$ cat config.mk
export PLATFORM = sky130hd
export DESIGN_NAME = rejunity_snn_core
export DESIGN_NICKNAME = d
export VERILOG_FILES = /design/src/rtl/rejunity_snn_core_pkg.sv /design/src/rtl/rejunity_snn_core_neuron.sv /design/src/rtl/rejunity_snn_core.sv
export SDC_FILE = /design/constraint.sdc
export NUM_CORES = 1
export LEC_CHECK = 0
export BUFFER_PORTS_ARGS = -buffer_cell sky130_fd_sc_hd__buf_2
export CELL_PAD_IN_SITES_DETAIL_PLACEMENT = 1
export CELL_PAD_IN_SITES_GLOBAL_PLACEMENT = 1
export CORE_ASPECT_RATIO = 1.2
export CORE_MARGIN = 2
export CORE_UTILIZATION = 35
export CTS_CLUSTER_DIAMETER = 30
export DETAILED_ROUTE_END_ITERATION = 8
export MAX_ROUTING_LAYER = met4
export PLACE_DENSITY = 0.66
export RECOVER_POWER = 25
export SLEW_MARGIN = 15
export SYNTH_ARGS = -nofsm -noshare
export SYNTH_HDL_FRONTEND = slang
export SYNTH_SLANG_ARGS = --single-unit
$ cat constraint.sdc
create_clock -name clk -period 12.2 [get_ports clk]
set_input_delay 2.44 -clock clk [delete_from_list [all_inputs] [get_ports clk]]
set_output_delay 2.44 -clock clk [all_outputs]
set_load 0.01 [all_outputs]
$ cat src/rtl/rejunity_snn_core_pkg.sv
// Shared sizes, reset values and mode encodings for the single-layer LIF spiking core.
package rejunity_snn_core_pkg;

  localparam int N_IN       = 8;
  localparam int N_NEURONS  = 8;
  localparam int U_WIDTH    = 8;
  localparam int W_BITS     = N_IN * N_NEURONS;
  localparam logic [U_WIDTH-1:0] THRESH_RST = 8'd5;

  typedef enum logic [1:0] {
    MODE_RUN    = 2'b00,
    MODE_WLOAD  = 2'b01,
    MODE_THRESH = 2'b10,
    MODE_LEAK   = 2'b11
  } mode_e;

  typedef logic [U_WIDTH-1:0] membrane_t;

endpackage

$ cat src/rtl/rejunity_snn_core_neuron.sv
// One leaky integrate-and-fire neuron: signed synapse sum, shift leak, clamp and threshold compare.
// Purely combinational; the membrane register lives in the top so all state shares one reset/enable.
module snn_lif_neuron
  import rejunity_snn_core_pkg::*;
(
  input  logic [N_IN-1:0]    spikes_i,
  input  logic [N_IN-1:0]    weights_i,
  input  logic [U_WIDTH-1:0] thresh_i,
  input  logic [2:0]         shift_i,
  input  logic               run_i,
  input  membrane_t          u_i,
  output logic               spike_o,
  output membrane_t          u_o
);

  logic signed [4:0] sum;
  membrane_t         leaked;
  logic signed [9:0] acc;
  membrane_t         acc_c;
  logic              fire;

  always_comb begin
    sum = '0;
    for (int i = 0; i < N_IN; i++) begin
      if (spikes_i[i]) begin
        sum = weights_i[i] ? (sum + 5'sd1) : (sum - 5'sd1);
      end
    end

    leaked = (shift_i == 3'd0) ? u_i : (u_i - (u_i >> shift_i));
    acc    = $signed({2'b00, leaked}) + $signed({{5{sum[4]}}, sum});

    // acc spans -8..263, so bit 9 flags negative and bit 8 flags overflow
    if (acc[9]) begin
      acc_c = '0;
    end else if (acc[8]) begin
      acc_c = '1;
    end else begin
      acc_c = acc[7:0];
    end

    fire    = (acc_c >= thresh_i);
    spike_o = run_i & fire;
    if (!run_i) begin
      u_o = u_i;
    end else if (fire) begin
      u_o = '0;
    end else begin
      u_o = acc_c;
    end
  end

endmodule

$ cat src/rtl/rejunity_snn_core.sv
// 8-input / 8-neuron spiking core with serial weight load, threshold and leak-shift
// configuration multiplexed onto the spike input pins.
module rejunity_snn_core
  import rejunity_snn_core_pkg::*;
(
  input  logic       clk,
  input  logic       rst,
  input  logic       ena,
  input  logic [7:0] ui_in,
  input  logic [7:0] uio_in,
  output logic [7:0] uo_out,
  output logic [7:0] uio_out,
  output logic [7:0] uio_oe
);

  logic [W_BITS-1:0]                w_q;
  logic [U_WIDTH-1:0]               thresh_q;
  logic [2:0]                       shift_q;
  logic [N_NEURONS-1:0]             uo_q;
  membrane_t [N_NEURONS-1:0]        u_q;
  membrane_t [N_NEURONS-1:0]        u_d;
  logic [N_NEURONS-1:0]             spike_d;
  mode_e                            mode;
  logic                             run;
  logic                             unused_uio;

  assign mode       = mode_e'(uio_in[1:0]);
  assign run        = (mode == MODE_RUN);
  assign unused_uio = &{1'b0, uio_in[7:3]};

  for (genvar j = 0; j < N_NEURONS; j++) begin : g_neuron
    snn_lif_neuron u_lif (
      .spikes_i  (ui_in),
      .weights_i (w_q[j*N_IN +: N_IN]),
      .thresh_i  (thresh_q),
      .shift_i   (shift_q),
      .run_i     (run),
      .u_i       (u_q[j]),
      .spike_o   (spike_d[j]),
      .u_o       (u_d[j])
    );
  end

  always_ff @(posedge clk) begin
    if (rst) begin
      w_q      <= '1;
      thresh_q <= THRESH_RST;
      shift_q  <= '0;
      uo_q     <= '0;
      u_q      <= '0;
    end else if (ena) begin
      case (mode)
        MODE_WLOAD:  w_q      <= {w_q[W_BITS-2:0], uio_in[2]};
        MODE_THRESH: thresh_q <= ui_in;
        MODE_LEAK:   shift_q  <= ui_in[2:0];
        default:     ;
      endcase
      // neurons report no spike and pass u through unchanged outside RUN
      uo_q <= spike_d;
      u_q  <= u_d;
    end
  end

  assign uo_out  = uo_q;
  assign uio_out = 8'h00;
  assign uio_oe  = 8'h00;

endmodule

Word-level counts from Yosys, hierarchy flattened
Index checks and enable logic that the tools add are counted.
- register bits: 147
- latch bits: 0
- RAM bits: 0
- ROM bits: 0
- bits of input ports: 19
- memories: 0
- add/subtract/negate cells: 128
- multiply operators: 0
- divide/modulo/power cells: 0
- magnitude comparators: 8
- equal/unequal tests: 3
- shift operators: 8
- mux-type cells: 160
- bitwise logic cells: 8
- reductions and logical operators: 6
- operator list (cell ; number):
    $mux W5 ; 128
    $add A5 B2 Y5 const B ; 56
    $sub A5 B2 Y5 const B ; 56
    $mux W8 ; 32
    $add A9 B5 Y10 ; 8
    $ge A8 B8 Y1 ; 8
    $shr A8 B3 Y8 ; 8
    $sub A8 B8 Y8 ; 8
    $and A1 B1 Y1 ; 8
    $reduce_and A2 Y1 ; 4
    $eq A2 B2 Y1 const B ; 2
    $logic_not A3 Y1 ; 1
    $eq A2 B1 Y1 const B ; 1
    $logic_not A2 Y1 ; 1

Depth between registers and ports, before layout
Gate-level depths: netlist of run 1.
- depth in word-level cells: 28
- mapped depth: 56
- gate-level depth less buffers: 52

Hierarchy
A second synthesis of run 1 with hierarchy kept.
- cells, all modules: 3292
- area total of the unflattened synthesis: 26485.4 um^2
- by module, submodules not included (module ; times used ; cells each ; area each (um^2) ; sequential area each (um^2)):
    rejunity_snn_core ; 1 ; 508 ; 5472.7 ; 2942.8
    snn_lif_neuron (g_neuron[5].u_lif ...) ; 2 ; 358 ; 2707.6 ; 0.0
    snn_lif_neuron (g_neuron[0].u_lif) ; 1 ; 352 ; 2707.6 ; 0.0
    snn_lif_neuron (g_neuron[7].u_lif) ; 1 ; 357 ; 2628.8 ; 0.0
    snn_lif_neuron (g_neuron[4].u_lif) ; 1 ; 346 ; 2602.5 ; 0.0
    snn_lif_neuron (g_neuron[2].u_lif) ; 1 ; 338 ; 2556.2 ; 0.0
    snn_lif_neuron (g_neuron[1].u_lif) ; 1 ; 338 ; 2552.4 ; 0.0
    snn_lif_neuron (g_neuron[3].u_lif) ; 1 ; 337 ; 2549.9 ; 0.0

Worst setup path before layout of run 1
OpenSTA, ideal clock, no wires.
- kind: input -> register
- from: input port ui_in[0]
- to: register u_q[62] in the netlist's numbering
- arrival: 12608 ps
- required time: 12121 ps
- slack: -488 ps
- stages: 54
- path buffers: 3
- cells stage by stage: buf_6 buf_4 inv_2 nor2_1 fa_1 a21o_1 inv_1 fa_1 fa_1 nand2_1 o21ai_0 inv_1 ha_1 a21oi_1 o21ai_0 xor2_1 nand2_1 o31ai_1 (+18 left out) inv_1 ha_1 clkbuf_1 a31o_2 a211o_1 mux2i_1 nor2_1 or2_2 ha_1 nand2b_1 a21o_1 a21o_1 a21oi_1 nor2b_1 o21ai_0 a211oi_1 or3_1 a22oi_1
- word-level cells in the longest chain between the ends: 27
- elaborated cells between the ends (all ways): 34
- RTL lines (element ; RTL line ; source):
    start: declaration ; rejunity_snn_core.sv:9 ; input logic [7:0] ui_in,
    $mux W5 (*) ; rejunity_snn_core_neuron.sv:25 ; if (spikes_i[i]) begin
    $sub A5 B2 Y5 or $add A5 B2 Y5 (tied branches) ; rejunity_snn_core_neuron.sv:26 ; sum = weights_i[i] ? (sum + 5'sd1) : (sum - 5'sd1);
    $mux W5 ; rejunity_snn_core_neuron.sv:26 ;
    $mux W5 (*) ; rejunity_snn_core_neuron.sv:25 ;
    $sub A5 B2 Y5 or $add A5 B2 Y5 (tied branches) ; rejunity_snn_core_neuron.sv:26 ;
    $mux W5 ; rejunity_snn_core_neuron.sv:26 ;
    $mux W5 (*) ; rejunity_snn_core_neuron.sv:25 ;
    $sub A5 B2 Y5 or $add A5 B2 Y5 (tied branches) ; rejunity_snn_core_neuron.sv:26 ;
    (+11 left out) ; n/a ;
    $sub A5 B2 Y5 or $add A5 B2 Y5 (tied branches) ; rejunity_snn_core_neuron.sv:26 ;
    $mux W5 ; rejunity_snn_core_neuron.sv:26 ;
    $mux W5 (*) ; rejunity_snn_core_neuron.sv:25 ;
    $add A9 B5 Y10 (*) ; rejunity_snn_core_neuron.sv:31 ; acc = $signed({2'b00, leaked}) + $signed({{5{sum[4]}}, sum});
    $mux W8 ; rejunity_snn_core_neuron.sv:36 ; end else if (acc[8]) begin
    $mux W8 (*) ; rejunity_snn_core_neuron.sv:34 ; if (acc[9]) begin
    $ge A8 B8 Y1 ; rejunity_snn_core_neuron.sv:42 ; fire = (acc_c >= thresh_i);
    $mux W8 (*) ; rejunity_snn_core_neuron.sv:46 ; end else if (fire) begin
    end signal: assignment ; rejunity_snn_core.sv:60 ; u_q <= u_d;
    end: declaration ; rejunity_snn_core.sv:20 ; membrane_t [N_NEURONS-1:0] u_q;
Every way passes the cells marked *; elsewhere a longest branch is shown, timed or not.
A chain may end at the register's enable or synchronous reset.

Worst setup path after layout of run 1
- from: input port ui_in[0]
- to: register u_q[22] in the netlist's numbering
The elaborated chain is that of the path after synthesis.

==> results of run 1 <==
-- where the power goes --
part,internal (mW),switching (mW),leakage [nW]
registers,0.574,0.158,1.20
logic,3.84,4.18,11.9
clock network,0.284,0.271,0.264
total,4.70,4.61,13.4
-- through the flow --
| step | power [mW] | instances | hold WS, ps | setup slack [ps] |
|---|---|---|---|---|
| 3_3_place_gp | 7.770 | 3998 | 459.6 | -398.2 |
| 5_1_grt | 10.26 | 4058 | 504.9 | -133.4 |
| 2_1_floorplan | 5.699 | 2944 | 441.6 | -36.45 |
| 3_5_place_dp | 8.194 | 3998 | 467.5 | -863.6 |
| 4_1_cts | 8.855 | 4032 | 476.7 | -10.58 |
| 6_report | 9.308 | 4058 | 485.5 | 396.9 |
-- worst max-delay path: cells and delay by family --
family          cells  cell delay [ps]
mux                 4             1170
xor+xnor            5              840
buf+inv             8             1080
fa+ha+maj          10             3040
simple gates        6              990
compound gates     16             2650
-- worst min-delay path by stage --
stage,endpoint,cells after the start
5_1_grt,u_q[25]$_SDFFE_PP0P_,2
2_1_floorplan,u_q[48]$_SDFFE_PP0P_,2
3_3_place_gp,u_q[48]$_SDFFE_PP0P_,2
4_1_cts,u_q[48]$_SDFFE_PP0P_,2
3_5_place_dp,u_q[48]$_SDFFE_PP0P_,2
6_report,u_q[40]$_SDFFE_PP0P_,2
-- sequential cells by signal, indices dropped and copies added, names as in the netlist --
register  cells
uo_out        8
shift_q       3
w_q          64
u_q          64
thresh_q      8
-- layer usage --
layer	vias up	part of all wire (%)	global-route usage, %
met5	-	0	-
met4	0	3.3	9.270
met3	121	2.2	2.809
met2	268	53	42.36
met1	11071	42	25.53
li1	10735	-	-
-- synthesized netlist by cell type (9+ instances only) --
| master | count | area (µm²) |
|---|---|---|
| mux2_2 | 112 | 1261 |
| a31oi_1 | 11 | 68.82 |
| a21oi_1 | 205 | 1026 |
| ha_1 | 319 | 3991 |
| dfxtp_1 | 147 | 2943 |
| o21ai_0 | 155 | 775.7 |
| and3_1 | 9 | 56.30 |
| a22o_1 | 12 | 105.1 |
| a21boi_0 | 9 | 67.56 |
| o21a_1 | 19 | 142.6 |
| buf_1 | 18 | 67.56 |
| mux2i_1 | 99 | 991.0 |
| fa_1 | 88 | 1762 |
| clkbuf_1 | 77 | 289.0 |
| buf_4 | 21 | 157.7 |
| o31ai_1 | 24 | 180.2 |
| nor2_1 | 238 | 893.4 |
| nand2b_1 | 44 | 275.3 |
| o21ai_1 | 17 | 85.08 |
| o211ai_1 | 88 | 660.6 |
| a221oi_1 | 12 | 105.1 |
| xor2_1 | 83 | 727.0 |
| nand2_1 | 337 | 1265 |
| a22oi_1 | 12 | 90.09 |
| inv_1 | 184 | 690.7 |
| and2_1 | 14 | 87.58 |
| xnor2_1 | 122 | 1069 |
| a21o_1 | 125 | 938.4 |
| a211o_1 | 26 | 227.7 |
| a211oi_1 | 37 | 277.8 |
| buf_2 | 21 | 105.1 |
| or3_1 | 11 | 68.82 |
| o21bai_1 | 11 | 82.58 |
| or2_2 | 21 | 131.4 |
| nor2b_1 | 41 | 256.5 |
| nor3_1 | 28 | 140.1 |
-- cells by family after synthesis --
group	Yosys count
flops	147
buf+inv	328
simple gates	780
xor+xnor	219
fa+ha+maj	415
mux	219
other cells	1
compound gates	820
-- final cells by class --
class / instances / area, µm² / area share [%]
inverters: 189 / 721.9 / 2.581
well taps: 901 / 1127 / 4.030
diodes: 1 / 2.502 / 0.008947
clock inverters: 15 / 146.4 / 0.5234
multi-input cells: 2469 / 20200 / 72.22
repair buffers: 319 / 2399 / 8.575
clock buffers: 17 / 425.4 / 1.521
flip-flops and latches: 147 / 2949 / 10.54
-- what timing repair did --
action / CTS / global route
pin swaps: 3 / 66
setup buffers: 2 / 25
cloned: 0 / 0
hold buffers: 0 / 0
setup endpoints to repair: 44 / 72
gates resized for setup: 20 / 196
endpoints found under the hold margin: 0 / 0
==> metrics.csv, run 1 <==
stage,metric,value,unit
status,status,completed,
drt,Post-DRT Antenna Nets,0,
die,Chip Width,240.4,µm
clock_network,clk_lat worst skew,510,ps
worst_hold_path,hold_sp,u_q[40]$_SDFFE_PP0P_,
cells_and_area,# fillers,7995,
cells_and_area,most frequent cells in the layout,"nand2_1 (337), buf_4 (292), ha_1 (285)",
setup_path,R2R cell count,46,
setup_path,origin of the worst setup path,ui_in[0],
drt,DRC Markers,0,
setup_path,kind of critical path,input pin to flip-flop,
setup_path,r2r setup slk,2210,ps
power_and_ir_drop,Leak,13.36,nW
flow_run,max cap viols,0,
yosys,ys async rst share,0,%
sta,Fmax,84.72,MHz
yosys,Post-synth EDFFs,0,
cells_and_area,share of cells above drive strength 1,21.29,%
placement,routability cong.,0.8645,
setup_path,Worst Path Required,12640,ps
yosys,Post-Synth Simple-Gate Area,14.66,%
setup_path,Critical Path Start Type,input pin,
clock_network,Clock transition at path regs,70,ps
yosys,Mapped Cells,2929,
die,Die H,287.7,µm
yosys,post-synthesis adder-cell area fraction,24.85,%
cells_and_area,Layout Utilization,41.90,%
die,die area,69150,µm²
clock_network,H-tree levels,4,
sta,Final Cycle Share,96.75,%
clock_network,CTS tree,yes,
drt,number of DRC markers in iteration 0,872,
placement,hpwl dp,59.94,mm
clock_network,CTS sink cnt,147,
worst_hold_path,Hold Crit Class,flip-flop to flip-flop,
global_route,first-pass GRT wire length,124.5,mm
clock_network,CTS root buf,clkbuf_16,
yosys,Yosys cell types,80,
setup_path,worst setup path endpoint,u_q[22]$_SDFFE_PP0P_,
drt,vias per std cell,5.469,
sta,min Tclk post-route,11800,ps
setup_path,CP peak stage delay,470,ps
cells_and_area,"commonest non-fill, non-tap cell in the layout",nand2_1,
global_route,initial antenna violation count,1,
yosys,Seq cells post-synth,147,
die,Top-Level Pins,43,
yosys,register area share after synthesis,12.54,%
sta,endpoints failing hold,0,
sta,Final setup viols,0,
cells_and_area,final net count,3569,
yosys,post-synthesis mux area share,10.20,%
die,# rows,104,
cells_and_area,fin area,27970,µm²
setup_path,crit end category,flip-flop,
sta,Tightest Pin Transition,994.4,ps
global_route,GR Util All Layers,23.25,%
global_route,largest net degree at the start of global routing,77,
yosys,area fraction in compound gates after synthesis,22.91,%
setup_path,R2R Path Start,w_q[40]$_SDFFE_PP1P_,
drt,drt pass-1 iters,5,
yosys,prevailing post-synth register cell,dfxtp_1,
yosys,Mapped Area,23470,µm²
global_route,gr ovfl total,0,
clock_network,clock buffer count from CTS,17,
power_and_ir_drop,Peak supply drop,0.0001471,V
setup_path,CP max stage cell,or3_4,
setup_path,"critical path fanouts, max",9,
yosys,largest family of logic cells by synthesized area,adder cells,
yosys,"Avg Cell Area, Syn",8.013,µm²
die,Initial Utilization,35.16,%
drt,via count,22195,
sta,Slew headroom,33.71,%
global_route,vias in the first global route,24300,
setup_path,Reg-to-Reg End,u_q[42]$_SDFFE_PP0P_,
sta,max-slew violations,0,
placement,placed inst area,26270,µm²
die,Core ar.,66750,µm²
setup_path,Worst EP arrival,12240,ps
yosys,synth warn,0,
sta,final clock skew,16.69,ps
sta,setup TNS,0,ps
sta,RSZ-0062 raised after global routing,true,
placement,port bufs,21,
cells_and_area,Area growth syn-to-layout,19.18,%
yosys,XOR/XNOR Fraction of Synth Area,9.057,%
drt,DRT Wirelength,78.02,mm
drt,DR WL/cell,19.23,µm
clock_network,buffer depth of the longest clock path,2,
power_and_ir_drop,Power per Cell Area,332.8,nW/µm²
Power figures use the tool's default switching activity.
==> run 2, diff against run 1 <==
- CORE_UTILIZATION: 35 -> 44
- PLACE_DENSITY: 0.66 -> 0.79
==> run 2 against run 1 <==
The flow now finishes with violations (capacitance limit, slew limit). Clock skew about the same. Worst hold slack got worse by 11 ps. Sequential cell count unchanged. Register-to-register slack got worse by 310 ps. Clock power increased by 13%. Fmax decreased by 1.9%. Critical endpoint is now u_q[62]$_SDFFE_PP0P_. Highest routed layer unchanged.
==> metrics.csv, run 2 (synthesized netlist as in run 1, its figures left out) <==
stage,metric,value,unit,change
status,status,"complete, but fails checks",,
status,failing checks,"capacitance limit, slew limit",,
setup_path,CP max stage cell,fa_1,,
clock_network,clock buffer count from CTS,17,,unchanged
setup_path,Crit path max-delay family,adder cells,,
die,Core ar.,52610,µm²,-21%
global_route,vias in the first global route,24283,,-0.070%
die,Initial Utilization,44.62,%,+9.5 points
placement,port bufs,21,,unchanged
sta,Final setup viols,0,,unchanged
global_route,GR Util All Layers,28.04,%,+4.8 points
cells_and_area,final net count,3539,,-0.84%
drt,DR WL/cell,20.65,µm,+7.4%
setup_path,Worst EP arrival,12430,ps,+190 ps
global_route,largest net degree at the start of global routing,85,,+10%
clock_network,Post-CTS Hold Buffers,0,,unchanged
clock_network,CTS sink cnt,147,,unchanged
sta,setup TNS,0,ps,unchanged
cells_and_area,"commonest non-fill, non-tap cell in the layout",nand2_1,,
setup_path,Critical Path Start Type,input pin,,
clock_network,H-tree levels,4,,unchanged
sta,endpoints failing hold,0,,unchanged
flow_run,max cap viols,2,,+2
sta,Fmax,83.14,MHz,-1.9%
power_and_ir_drop,Power per Cell Area,339.1,nW/µm²,+1.9%
clock_network,Clock transition at path regs,70,ps,about the same
cells_and_area,most frequent cells in the layout,"nand2_1 (337), ha_1 (280), buf_4 (259)",,
setup_path,crit end category,flip-flop,,
clock_network,CTS root buf,clkbuf_16,,
drt,drt pass-1 iters,5,,unchanged
sta,max-slew violations,87,,+87
global_route,first-pass GRT wire length,123.5,mm,-0.83%
placement,Placed Cells,3762,,-5.9%
clock_network,clk_lat worst skew,480,ps,-30 ps
setup_path,"Top cell by count, worst path",ha_4,,
drt,vias per std cell,5.913,,+8.1%
placement,routability cong.,0.8571,,-0.86%
drt,DRC Markers,0,,unchanged
cells_and_area,# fillers,6290,,-21%
setup_path,Worst Path Required,12600,ps,-40 ps
setup_path,CP peak stage delay,540,ps,+70 ps
drt,Post-DRT Antenna Nets,0,,unchanged
clock_network,CTS tree,yes,,
placement,hpwl dp,57.47,mm,-4.1%
clock_network,buffer depth of the longest clock path,2,,unchanged
drt,number of DRC markers in iteration 0,1300,,+49%
die,# rows,92,,-12%
worst_hold_path,Hold Crit Class,flip-flop to flip-flop,,
sta,Final Cycle Share,98.59,%,+1.8 points
cells_and_area,final std cells w/o fill,3831,,-5.6%
drt,via count,22651,,+2.1%
die,Chip Width,214.8,µm,-11%
cells_and_area,Area growth syn-to-layout,18.22,%,
power_and_ir_drop,Leak,13.24,nW,-0.89%
global_route,gr ovfl total,0,,unchanged
sta,Slew headroom,-154.9,%,-190 points
setup_path,Bufs and invs on worst path,6,,-2
power_and_ir_drop,Peak supply drop,0.0001584,V,+7.7%
sta,final clock skew,16.81,ps,+0.1125 ps
drt,DRT Wirelength,79.13,mm,+1.4%
die,Die H,257,µm,-11%
die,die area,55210,µm²,-20%
cells_and_area,biggest regs,"u_q: 64 flops, w_q: 64 flops",,
setup_path,kind of critical path,input pin to flip-flop,,
global_route,initial antenna violation count,0,,-1
sta,Tightest Pin Transition,3824,ps,+2830 ps
die,Top-Level Pins,43,,unchanged
sta,min Tclk post-route,12030,ps,+225.1 ps
setup_path,"critical path fanouts, max",14,,+5
cells_and_area,share of cells above drive strength 1,20.92,%,-0.37 points
cells_and_area,Ant. Diodes,0,,-1
[run 2: cell types whose count changed in the layout (fill, tap and decap cells not counted), moves of 5 or more]
cell	before	now
nor2_1	224	219
buf_2	18	10
o21ai_0	96	90
buf_4	292	259
clkbuf_1	2	12
ha_4	33	39
ha_1	285	280
a21oi_1	169	164
[run 2: through the flow]
| step | total power [mW] | util, % | hold slack, ps | setup slack [ps] | instance area, µm² |
|---|---|---|---|---|---|
| 6_report | 9.407 | 52.74 | 474.8 | 171.8 | 27750 |
| 2_1_floorplan | 5.699 | - | 441.6 | -36.45 | 23570 |
| 4_1_cts | 8.813 | 50.43 | 473.9 | 5.259 | 26530 |
| 3_3_place_gp | 7.585 | 48.92 | 463.1 | -310.5 | 25730 |
| 5_1_grt | 10.26 | 52.74 | 500.3 | -174.2 | 27750 |
| 3_5_place_dp | 8.071 | 48.92 | 477.0 | -781.8 | 25730 |
[run 2: timing repair]
action	CTS	global route
buffers inserted	4	33
resized for setup	45	209
hold endpoints to repair	0	0
endpoints found under the setup margin	60	72
pin swaps	6	71
[run 2: area by class of cell]
class | instances | area, µm² | share of cell area (%)
clock buffer | 20 | 456.7 | 1.646
clock inverter | 12 | 201.4 | 0.7260
inverter | 189 | 726.9 | 2.620
multi-input combinational | 2469 | 20360 | 73.37
sequential | 147 | 2949 | 10.63
tap | 705 | 882.1 | 3.179
timing repair buffer | 289 | 2172 | 7.829
[run 2: path summary, 6_finish.rpt]
check	from	endpoint	slack, ps	cells past startpoint
max	ui_in[0]	u_q[62]$_SDFFE_PP0P_	170	51
min	u_q[40]$_SDFFE_PP0P_	u_q[40]$_SDFFE_PP0P_	470	2
max reg2reg	w_q[32]$_SDFFE_PP1P_	u_q[38]$_SDFFE_PP0P_	1900	51
min reg2reg	u_q[40]$_SDFFE_PP0P_	u_q[40]$_SDFFE_PP0P_	470	2
[run 2: layer usage]
metal  up-vias  routed length (µm)  global-route usage, %
met1     11337               31970                  31.17
met5         -                   0                      -
met3       211                2213                  2.045
li1      10676                   -                      -
met2       427               41650                  51.66
met4         0                3289                  11.48
[run 2: report_power, final]
part | switching (mW) | internal (mW)
Sequential | 0.149 | 0.574
Clock | 0.251 | 0.374
Combinational | 4.27 | 3.79
Total | 4.67 | 4.74
[run 2: tightest hold or removal path, delay by kind of cell (launching register included)]
kind             cells  cell delay (ps)
AND/OR/NAND/NOR      1               60
AO/OA/AOI/OAI        1               50
flip-flops           1              320
